## src/rtl/ula_control_unit.sv

```systemverilog
// ula_control_unit: multicycle control FSM upstream of the ULA.
// Latches an instruction into IR, then sequences the bus drivers, the register
// loads and the ULA op code, one step per cycle, ending with a Done pulse.
// Optional build macro ULA_CU_ILLEGAL_TRAP_EN: when defined, an illegal opcode
// sets a sticky Illegal flag and locks the FSM in TRAP until Reset.
module ula_control_unit #(
  parameter int DATA_W = 16
) (
  input  logic              Clock,
  input  logic              Reset,
  input  logic              Run,
  input  logic [DATA_W-1:0] DIN,
  output logic [DATA_W-1:0] IR,
  output logic              IRin,
  output logic [7:0]        Rout,
  output logic [7:0]        Rin,
  output logic              DINout,
  output logic              Gout,
  output logic              Ain,
  output logic              Gin,
  output logic [2:0]        Ulaop,
  output logic              Done,
  output logic              Illegal
);

  typedef enum logic [2:0] {
    T0,
    T1,
    T2,
    T3,
    TRAP
  } state_t;

  state_t     state;
  state_t     state_next;
  logic [3:0] opcode;
  logic [2:0] rx;
  logic [2:0] ry;
  logic [2:0] alu_code;

  assign opcode = IR[15:12];
  assign rx     = IR[11:9];
  assign ry     = IR[8:6];

  // ADD..DEC4 occupy opcodes 2..7, which map onto ULA codes 0..5
  assign alu_code = 3'(opcode - 4'd2);

  function automatic logic [7:0] sel(input logic [2:0] idx);
    return 8'b0000_0001 << idx;
  endfunction

  // State register and instruction register
  always_ff @(posedge Clock) begin
    if (Reset) begin
      state <= T0;
      IR    <= '0;
    end else begin
      state <= state_next;
      if (IRin) IR <= DIN;
    end
  end

  // Next-state and strobe decode from the current state and IR
  always_comb begin
    state_next = state;
    IRin       = 1'b0;
    Rout       = '0;
    Rin        = '0;
    DINout     = 1'b0;
    Gout       = 1'b0;
    Ain        = 1'b0;
    Gin        = 1'b0;
    Ulaop      = '0;
    Done       = 1'b0;
    case (state)
      T0: begin
        IRin = Run;
        if (Run) state_next = T1;
      end
      T1: begin
        case (opcode)
          4'h0: begin
            Rout       = sel(ry);
            Rin        = sel(rx);
            Done       = 1'b1;
            state_next = T0;
          end
          4'h1: begin
            DINout     = 1'b1;
            Rin        = sel(rx);
            Done       = 1'b1;
            state_next = T0;
          end
          4'h2, 4'h3, 4'h4, 4'h5: begin
            Rout       = sel(rx);
            Ain        = 1'b1;
            state_next = T2;
          end
          4'h6, 4'h7: begin
            // unary ops use only the bus operand, so the A-load step is skipped
            Rout       = sel(ry);
            Gin        = 1'b1;
            Ulaop      = alu_code;
            state_next = T3;
          end
          default: begin
`ifdef ULA_CU_ILLEGAL_TRAP_EN
            state_next = TRAP;
`else
            Done       = 1'b1;
            state_next = T0;
`endif
          end
        endcase
      end
      T2: begin
        Rout       = sel(ry);
        Gin        = 1'b1;
        Ulaop      = alu_code;
        state_next = T3;
      end
      T3: begin
        Gout       = 1'b1;
        Rin        = sel(rx);
        Done       = 1'b1;
        state_next = T0;
      end
      TRAP: state_next = TRAP;
      default: state_next = T0;
    endcase
  end

`ifdef ULA_CU_ILLEGAL_TRAP_EN
  logic illegal_q;

  // Sticky illegal-opcode flag, cleared only by Reset
  always_ff @(posedge Clock) begin
    if (Reset) illegal_q <= 1'b0;
    else if (state == T1 && opcode[3]) illegal_q <= 1'b1;
  end

  assign Illegal = illegal_q;
`else
  assign Illegal = 1'b0;
`endif

endmodule

```

## config.mk

```make
export PLATFORM = sky130hd
export DESIGN_NAME = ula_control_unit
export DESIGN_NICKNAME = d
export VERILOG_FILES = /design/src/rtl/ula_control_unit.sv
export SDC_FILE = /design/constraint.sdc
export NUM_CORES = 1
export LEC_CHECK = 0
export CAP_MARGIN = 20
export CORE_UTILIZATION = 39
export CTS_BUF_LIST = sky130_fd_sc_hd__clkbuf_2
export DETAILED_ROUTE_END_ITERATION = 6
export GPL_TIMING_DRIVEN = 0
export MAX_ROUTING_LAYER = met4
export PLACE_DENSITY = 0.83
export SYNTH_ARGS = -nofsm -noshare
export SYNTH_HDL_FRONTEND = slang
export SYNTH_SLANG_ARGS = --single-unit
```

## constraint.sdc

```tcl
create_clock -name Clock -period 2 [get_ports Clock]
set_clock_uncertainty 0.05 [all_clocks]
set_input_delay 0.3 -clock Clock [delete_from_list [all_inputs] [get_ports Clock]]
set_output_delay 0.3 -clock Clock [all_outputs]
set_load 0.05 [all_outputs]
```

==> reports/metrics.cfg, run 1 <==
[timing]
finalSetupViolCount = 11
period_share_pct = 106
tightest_slew_ns = 0.522
min_period_ns = 2.11
maxSlewHeadroom_pct = 65.1
final_max_slew_viol_count = 0
fin_ws_ns = -0.115
worst_hold_slack_ns = 0.307
rsz0062_at_grt = true
hold_viol = 0
max_freq_mhz = 473
fin_setup_tns_ns = -0.926

[die]
die_h_um = 53.7
die_w_um = 53.7
core_area_mm2 = 0.00250
die_area_mm2 = 0.00288
row_count = 18
initial_utilization_pct = 41.7
io_pins = 61

[logic_synthesis]
async_flop_share_pct = 0
synth_seq_cells = 19
synth_top_area_share_pct = 36.5
ys.flop_type = dfxtp_1
synth_edf_count = 0
yosys.area.top_type = dfxtp_1
synth_area_per_cell_um2 = 7.29
ys_types = 34
synth-seq-area-share_pct = 36.5
synthTopCellsByArea = dfxtp_1 36%, nand2_1 13%, a21oi_1 7.7%
syn_area_mm2 = 0.00104
synth_cells = 143
yosys_warnings = 0
synth_nets = 162
synthTopCellsByCount = 37 x nand2_1, 19 x dfxtp_1, 16 x a21oi_1
synth.most_common_cell = nand2_1

[global_route]
grt_usage_pct = 26.3
grt_pass1_wl_um = 5290
grt_overflow = 0
grt_antenna_before_repair = 0
grt_max_degree = 12
grt_pass1_vias = 1152

[pwr]
switching_share_pct = 40.1
p_comb_share_pct = 40.7
power_switching_uw = 413
p_seq_share_pct = 41.4
cellPowerDensity_mw_per_mm2 = 535
clkPwrFrac_pct = 17.8
irDropWorstVdd_uv = 393
leakage_nw = 0.772
fin_total_pwr_mw = 1.03
internal-power_uw = 617

[outcome]
violations = setup timing
outcome = finished with violations

[clock_tree]
clk_pin_slew_ns = 0.20
hold_buffers = 0
clk_latency_ns = 0.33
clock-sinks = 19
clockBufferDepth = 2
htree_levels = 1
cts_buffers = 3
cts_tree = done
cts_root_buffer = clkbuf_2

[setup_path]
required_ns = 1.65
r2r_slack_ns = 0.24
worst_setup_path_start_kind = flop
critPathBufInv = 1
crit_chain = nor4b_4 -> and2b_4 -> nand2_4 -> o22ai_4 -> buf_6
cp.depth = 5
slowest_delay_ns = 0.41
cpMaxStageDelayCell = dfxtp_4
cp_max_fo = 4
cp_top_family = simple AND/OR/NAND/NOR gates
crit_type = flop to output port
end_kind = output port
arrival_ns = 1.76
rr_worst_depth = 6

[placed_design]
post_dp_cell_area_mm2 = 0.00185
port_buffers = 58
place.gp.congestion = 0.750
place_hpwl_um = 2450

[cells_and_area]
fillerInstances = 200
fin_area_mm2 = 0.00192
diodes = 0
utilization_pct = 76.9
multi_input_area_um2 = 757
drive_gt1_share_pct = 35.7
area_delta_synth_final_pct = 84.5
seqCellArea_um2 = 403
final_nets = 230

[detailed_routing]
post-route-drc-count = 0
wl_per_cell_um = 14.0
ant_nets = 0
firstDrtPassIters = 4
num_vias = 1244
drt_iter0_drc = 12
routed_via_density = 5.18
routed_wirelength_um = 3350

[flow_run]
drv_cap = 0

[hold_path]
holdPathStages = 2
min_path_type = primary input to flop

==> worst paths after layout <==
check | end | start
max | Rout[2] | state[2]
min reg2reg | IR[1] | IR[1]
min | IR[11] | Reset
max reg2reg | IR[5] | state[2]
==> timing repair <==
| item | in CTS | in global routing |
|---|---|---|
| gates resized for setup | 153 | 16 |
| pin swaps | 5 | 1 |
| hold endpoints to repair | 0 | 0 |
| setup endpoints to repair | 26 | 25 |
| setup buffers | 10 | 2 |
==> sequential cells by signal, indices dropped and copies added (netlist names) <==
name	cells
state	3
IR	16
==> metal layers <==
layer / global-route usage [%] / vias up / wire length (um)
met4: 13.6 / 0 / 63
li1: - / 617 / -
met2: 44.4 / 50 / 1730
met3: 3.11 / 6 / 176
met5: - / - / 0
met1: 30.3 / 571 / 1370
==> cells by family (layout without fill, tap and decap cells) <==
kind of cell | Yosys count | after routing | share of synthesized area [%]
buffers and inverters | 15 | 82 | 9.00
other | 1 | 1 | 0.360
AND/OR/NAND/NOR | 75 | 75 | 34.8
XOR/XNOR | 1 | 1 | 0.840
AO/OA/AOI/OAI | 32 | 32 | 18.5
flip-flops | 19 | 19 | 36.5
==> metrics by stage <==
stage	setup slack [ns]	cells
5_1_grt	-0.200	240
3_3_place_gp	-0.745	231
4_1_cts	-0.121	238
2_1_floorplan	-0.0373	143
6_report	-0.115	240
3_5_place_dp	-0.744	231
==> power by group through the flow <==
stage	logic, mW	clock network, mW	registers, mW
6_report	0.419	0.184	0.427
4_1_cts	0.416	0.187	0.426
3_5_place_dp	0.408	0	0.428
5_1_grt	0.443	0.199	0.431
3_3_place_gp	0.403	0	0.426
2_1_floorplan	0.213	0	0.496
==> cells in the final DEF, fill, tap and decap left out, drive strengths merged, types with 3 or more instances in the layout <==
cell type | synthesis | final
a21oi | 18 | 18
and2 | 3 | 3
buf | 9 | 36
clkbuf | 4 | 9
clkdlybuf4s50 | 0 | 29
dfxtp | 19 | 19
dlymetal6s2s | 0 | 3
nand2 | 37 | 37
nand2b | 3 | 3
nand3b | 3 | 3
nor2 | 12 | 12
nor3 | 4 | 4
o22ai | 8 | 8
==> area by class of cell <==
cell class | instances | area share [%]
buffer | 7 | 1.76
clock buffer | 4 | 1.04
inverter | 2 | 0.651
multi-input combinational | 109 | 39.4
sequential | 19 | 20.9
tap | 30 | 1.95
timing repair buffer | 69 | 34.3
No activity file was read; power rests on OpenSTA's default activity.
==> inputs of run 2 (changes only) <==
--- a/config.mk
+++ b/config.mk
@@ -6,12 +6,13 @@
 export NUM_CORES = 1
 export LEC_CHECK = 0
 export CAP_MARGIN = 20
-export CORE_UTILIZATION = 39
+export CORE_UTILIZATION = 35
 export CTS_BUF_LIST = sky130_fd_sc_hd__clkbuf_2
+export CTS_CLUSTER_SIZE = 10
 export DETAILED_ROUTE_END_ITERATION = 6
 export GPL_TIMING_DRIVEN = 0
 export MAX_ROUTING_LAYER = met4
-export PLACE_DENSITY = 0.83
+export PLACE_DENSITY = 0.75
 export SYNTH_ARGS = -nofsm -noshare
 export SYNTH_HDL_FRONTEND = slang
 export SYNTH_SLANG_ARGS = --single-unit
==> reports/metrics.cfg, run 2 (synthesis results as in run 1) <==
[detailed_routing]
wl_per_cell_um = 13.9  ; was 14.0 um
firstDrtPassIters = 4  ; unchanged
post-route-drc-count = 0  ; unchanged
num_vias = 1264  ; was 1244
drt_iter0_drc = 10  ; was 12
routed_via_density = 5.18  ; about the same
ant_nets = 0  ; unchanged
routed_wirelength_um = 3390  ; was 3350 um

[cells_and_area]
largest_register_ffs = 16  ; unchanged
diodes = 0  ; unchanged
top_register = IR  ; unchanged
area_delta_synth_final_pct = 94.0  ; was 84.5%
drive_gt1_share_pct = 38.0  ; was 35.7%
fin_area_mm2 = 0.00202  ; was 0.00192 mm2
final_nets = 233  ; was 230
final_cells = 244  ; was 240
final_common_cell = nand2_1  ; unchanged
layout_common_cells = 35 x nand2_1, 29 x clkdlybuf4s50_1, 17 x buf_4  ; was 35 x nand2_1, 29 x clkdlybuf4s50_1, 19 x buf_4
top_regs = IR (16), state (3)  ; unchanged

[placed_design]
place_hpwl_um = 2480  ; was 2450 um
preCtsSetupSlack_ns = -0.759  ; was -0.744 ns
place_inst = 232  ; was 231
place.gp.congestion = 0.786  ; was 0.750
port_buffers = 58  ; unchanged
post_dp_cell_area_mm2 = 0.00185  ; about the same

[die]
die_h_um = 56.6  ; was 53.7 um
die_w_um = 56.6  ; was 53.7 um
initial_utilization_pct = 37.5  ; was 41.7%
die_area_mm2 = 0.00320  ; was 0.00288 mm2
row_count = 19  ; was 18
io_pins = 61  ; unchanged
core_area_mm2 = 0.00278  ; was 0.00250 mm2

[timing]
hold_viol = 0  ; unchanged
max_freq_mhz = 456  ; was 473 MHz
final_max_slew_viol_count = 0  ; unchanged
rsz0062_at_grt = true  ; unchanged
fin_ws_ns = -0.193  ; was -0.115 ns
finalSetupViolCount = 9  ; was 11
worst_hold_slack_ns = 0.316  ; was 0.307 ns
min_period_ns = 2.19  ; was 2.11 ns
tightest_slew_ns = 0.535  ; was 0.522 ns
maxSlewHeadroom_pct = 64.3  ; was 65.1%
period_share_pct = 110  ; was 106%

[global_route]
grt_max_degree = 12  ; unchanged
grt_usage_pct = 20.7  ; was 26.3%
grt_overflow = 0  ; unchanged
grt_pass1_wl_um = 5120  ; was 5290 um
grt_pass1_vias = 1133  ; was 1152
grt_antenna_before_repair = 0  ; unchanged

[setup_path]
cp_max_fo = 4  ; unchanged
worst_setup_path_start_kind = flop  ; unchanged
required_ns = 1.65  ; about the same
arrival_ns = 1.84  ; was 1.76 ns
crit_type = flop to output port  ; unchanged
end_kind = output port  ; unchanged

[pwr]
leakage_nw = 0.790  ; was 0.772 nW
internal-power_uw = 622  ; was 617 uW
clkPwrFrac_pct = 16.6  ; was 17.8%
irDropWorstVdd_uv = 448  ; was 393 uV
p_comb_share_pct = 42.3  ; was 40.7%
cellPowerDensity_mw_per_mm2 = 514  ; was 535 mW/mm2
fin_total_pwr_mw = 1.04  ; was 1.03 mW
p_seq_share_pct = 41.1  ; was 41.4%
switching_share_pct = 40.2  ; was 40.1%
power_switching_uw = 417  ; was 413 uW

[outcome]
violations = setup timing  ; unchanged
outcome = finished with violations  ; unchanged

[clock_tree]
clk_pin_slew_ns = 0.19  ; was 0.20 ns
clock-sinks = 19  ; unchanged
cts_buffers = 3  ; unchanged
cts_tree = done  ; unchanged
clockBufferDepth = 2  ; unchanged
hold_buffers = 0  ; unchanged
cts_root_buffer = clkbuf_2  ; unchanged
clk_latency_ns = 0.31  ; was 0.33 ns
htree_levels = 1  ; unchanged

[flow_run]
drv_cap = 0  ; unchanged

[hold_path]
min_path_type = primary input to flop  ; unchanged

[run 2: cell count changes in the layout (fill, tap and decap cells not counted), sizes merged]
cell           change
clkdlybuf4s15      +1
buf                +2
clkinv             +1
clkbuf             -1
dlygate4sd2        +1
dlymetal6s2s       -1
[run 2: layout make-up]
cell class              instances  area, um2
well taps                      31       38.8
clock inverters                 1       5.00
multi-input cells             109        800
inverters                       2       20.0
flip-flops and latches         19        404
plain buffers                   7       31.3
clock buffers                   3       15.0
fillers                       223        759
repair buffers                 72        708
[run 2: metrics by stage]
step | TNS [ns] | util (%)
after floorplan | -0.163 | -
after global placement | -7.40 | 66.6
after CTS | -1.49 | 68.1
final | -1.46 | 72.7
after global routing | -2.13 | 72.7
after detailed placement | -8.07 | 66.6
[run 2: worst paths after layout]
| check | start | end | slack, ns | cells past startpoint |
|---|---|---|---|---|
| worst max register to register | state[2] | IR[7] | 0.34 | 6 |
| worst max-delay path | IR[15] | Rout[2] | -0.19 | 5 |
| worst min register to register | IR[3] | IR[3] | 0.42 | 2 |
| worst min-delay path | Reset | IR[11] | 0.32 | 2 |
[run 2: worst max-delay path, cell delays in order, from the launching register on]
cell,delay (ns)
dfxtp_4,0.40
nor4b_4,0.38
and2b_4,0.30
nand2_8,0.09
o22ai_4,0.17
buf_6,0.18
[run 2: power by group through the flow]
stage	Sequential (mW)	Combinational [mW]	Clock (mW)
6_report	0.427	0.439	0.172
5_1_grt	0.431	0.461	0.190
4_1_cts	0.425	0.419	0.177
3_5_place_dp	0.428	0.409	0
3_3_place_gp	0.426	0.403	0
2_1_floorplan	0.496	0.213	0
[run 2: per-layer routing]
metal	GRT usage [%]	up-vias	routed length, um
met5	-	-	0
met4	9.41	0	43
met2	37.1	46	1790
li1	-	625	-
met1	22.2	589	1350
met3	3.00	4	217
[run 2: what timing repair did]
| item | 4_1_cts | 5_1_grt |
|---|---|---|
| buffers inserted | 3 | 11 |
| pin swaps | 1 | 11 |
| gates cloned | 0 | 0 |
| resized for setup | 152 | 33 |
| setup endpoints to repair | 27 | 25 |
==> inputs of run 3 (changes only) <==
==> constraint.sdc (replaced) <==
create_clock -name Clock -period 2 [get_ports Clock]
set_clock_uncertainty 0.05 [all_clocks]
set_input_delay 0.4 -clock Clock [delete_from_list [all_inputs] [get_ports Clock]]
set_output_delay 0.4 -clock Clock [all_outputs]
set_load 0.05 [all_outputs]
==> reports/metrics.cfg, run 3 (synthesis results as in run 1) <==
[outcome]
outcome = finished with violations  ; unchanged
violations = setup timing  ; unchanged

[cells_and_area]
multi_input_area_um2 = 777  ; was 800 um2
diodes = 0  ; unchanged
seqCellArea_um2 = 403  ; was 404 um2
fin_area_mm2 = 0.00199  ; was 0.00202 mm2
final_common_cell = nand2_1  ; unchanged
fillerInstances = 242  ; was 223
area_delta_synth_final_pct = 90.9  ; was 94.0%
largest_register_ffs = 16  ; unchanged
final_cells = 244  ; unchanged
top_regs = IR (16), state (3)  ; unchanged
layout_common_cells = 35 x nand2_1, 23 x clkdlybuf4s50_1, 21 x buf_4  ; was 35 x nand2_1, 29 x clkdlybuf4s50_1, 17 x buf_4
drive_gt1_share_pct = 37.6  ; was 38.0%
top_register = IR  ; unchanged
final_nets = 233  ; unchanged

[setup_path]
end_kind = output port  ; unchanged
r2r-end = IR[12]  ; was IR[7]
worst_setup_path_start_kind = flop  ; unchanged
r2r_slack_ns = 0.23  ; was 0.34 ns
arrival_ns = 1.76  ; was 1.84 ns
crit_type = flop to output port  ; unchanged
cp_max_fo = 4  ; unchanged
rr_worst_depth = 7  ; was 6
rr_startpoint = state[1]  ; was state[2]
required_ns = 1.55  ; was 1.65 ns

[hold_path]
min_to = IR[1]  ; was IR[11]
min-delay-start = IR[1]  ; was Reset
min_path_type = flop to flop  ; was primary input to flop
holdPathStages = 2  ; unchanged

[clock_tree]
cts_buffers = 3  ; unchanged
cts_tree = done  ; unchanged
cts_root_buffer = clkbuf_2  ; unchanged
htree_levels = 1  ; unchanged
clk_pin_slew_ns = 0.19  ; about the same
clockBufferDepth = 2  ; unchanged
clock-sinks = 19  ; unchanged
hold_buffers = 0  ; unchanged
clk_latency_ns = 0.31  ; about the same

[detailed_routing]
routed_wirelength_um = 3230  ; was 3390 um
top_layer = met4  ; unchanged
post-route-drc-count = 0  ; unchanged
drt_iter0_drc = 27  ; was 10
routedLengthMet1_um = 1300  ; was 1350 um
wl_per_cell_um = 13.3  ; was 13.9 um
firstDrtPassIters = 4  ; unchanged
met3_length_um = 185  ; was 217 um
ant_nets = 0  ; unchanged
routed_via_density = 5.06  ; was 5.18
dr_wl_met2_um = 1720  ; was 1790 um
num_vias = 1235  ; was 1264

[timing]
period_share_pct = 111  ; was 110%
final_max_slew_viol_count = 0  ; unchanged
finalSetupViolCount = 19  ; was 9
hold_viol = 0  ; unchanged
max_freq_mhz = 452  ; was 456 MHz
tightest_slew_ns = 0.515  ; was 0.535 ns
fin_ws_ns = -0.212  ; was -0.193 ns
min_period_ns = 2.21  ; was 2.19 ns
rsz0062_at_grt = true  ; unchanged
maxSlewHeadroom_pct = 65.6  ; was 64.3%

[global_route]
grt_pass1_vias = 1198  ; was 1133
grt_antenna_before_repair = 0  ; unchanged
grt_usage_pct = 22.1  ; was 20.7%
grt_max_degree = 12  ; unchanged
grt_overflow = 0  ; unchanged
grt_pass1_wl_um = 5460  ; was 5120 um

[pwr]
cellPowerDensity_mw_per_mm2 = 516  ; was 514 mW/mm2
irDropWorstVdd_uv = 417  ; was 448 uV
fin_total_pwr_mw = 1.03  ; was 1.04 mW
leakage_nw = 0.844  ; was 0.790 nW

[die]
die_area_mm2 = 0.00320  ; unchanged
core_area_mm2 = 0.00278  ; unchanged
die_w_um = 56.6  ; unchanged
die_h_um = 56.6  ; unchanged
io_pins = 61  ; unchanged
initial_utilization_pct = 37.5  ; unchanged
row_count = 19  ; unchanged

[flow_run]
drv_cap = 0  ; unchanged

[placed_design]
port_buffers = 58  ; unchanged
place_hpwl_um = 2430  ; was 2480 um
place.gp.congestion = 0.801  ; was 0.786
post_dp_cell_area_mm2 = 0.00186  ; was 0.00185 mm2
place_inst = 232  ; unchanged

[run 3: changes by cell type in the layout (fill, tap and decap cells not counted), moves of 2 or more]
cell	change
dlymetal6s2s_1	+3
dfxtp_2	+2
nor3_2	-2
dlygate4sd2_1	+3
clkdlybuf4s50_1	-6
buf_4	+4
nor3_1	+3
clkdlybuf4s15_2	-2
[run 3: through the flow]
stage / TNS, ns / utilization [%] / hold WS, ns / worst slack, ns
3_5_place_dp: -10.73 / 66.7 / 0.400 / -0.943
2_1_floorplan: -1.25 / - / 0.456 / -0.129
6_report: -2.99 / 71.5 / 0.419 / -0.212
4_1_cts: -2.82 / 69.5 / 0.413 / -0.204
3_3_place_gp: -9.93 / 66.7 / 0.394 / -0.942
5_1_grt: -5.13 / 71.5 / 0.408 / -0.336
[run 3: how the worst max path moves through the flow]
stage	cells past startpoint	slack (ns)	startpoint	end
6_report	5	-0.21	IR[15]	Rout[1]
5_1_grt	7	-0.34	IR[13]	Rout[2]
4_1_cts	5	-0.20	IR[15]	Rout[7]
3_5_place_dp	6	-0.94	Run	IRin
3_3_place_gp	6	-0.94	Run	IRin
2_1_floorplan	2	-0.13	IR[9]	Rin[3]
[run 3: where the power goes]
group | internal [mW] | total [mW] | leakage (nW) | switching [mW]
logic | 0.173 | 0.437 | 0.667 | 0.264
registers | 0.400 | 0.421 | 0.161 | 0.0210
clock network | 0.0453 | 0.169 | 0.0164 | 0.124
[run 3: worst max-delay path, stage by stage, from the launching register on]
cell     delay [ns]
dfxtp_4        0.40
nor4b_4        0.33
and2b_4        0.29
nand2_8        0.09
o22ai_4        0.16
buf_6          0.18
[run 3: area by class of cell]
class	count	share of cell area, %
multi-input cells	109	39.1
repair buffers	70	33.9
flip-flops and latches	19	20.3
plain buffers	9	2.83
well taps	31	1.95
inverters	2	1.01
clock buffers	3	0.755
clock inverters	1	0.252
[run 3: repair_timing]
action                     4_1_cts  5_1_grt
gates resized for setup        170       23
pin swaps                        5        3
setup endpoints to repair       29       29
buffers inserted                 9        3
[run 3: per-layer routing]
layer  vias to the layer above  GRT usage, %
li1                        621             -
met1                       564          25.6
met2                        46          38.8
met3                         4          2.76
met4                         0          8.01
met5                         -             -
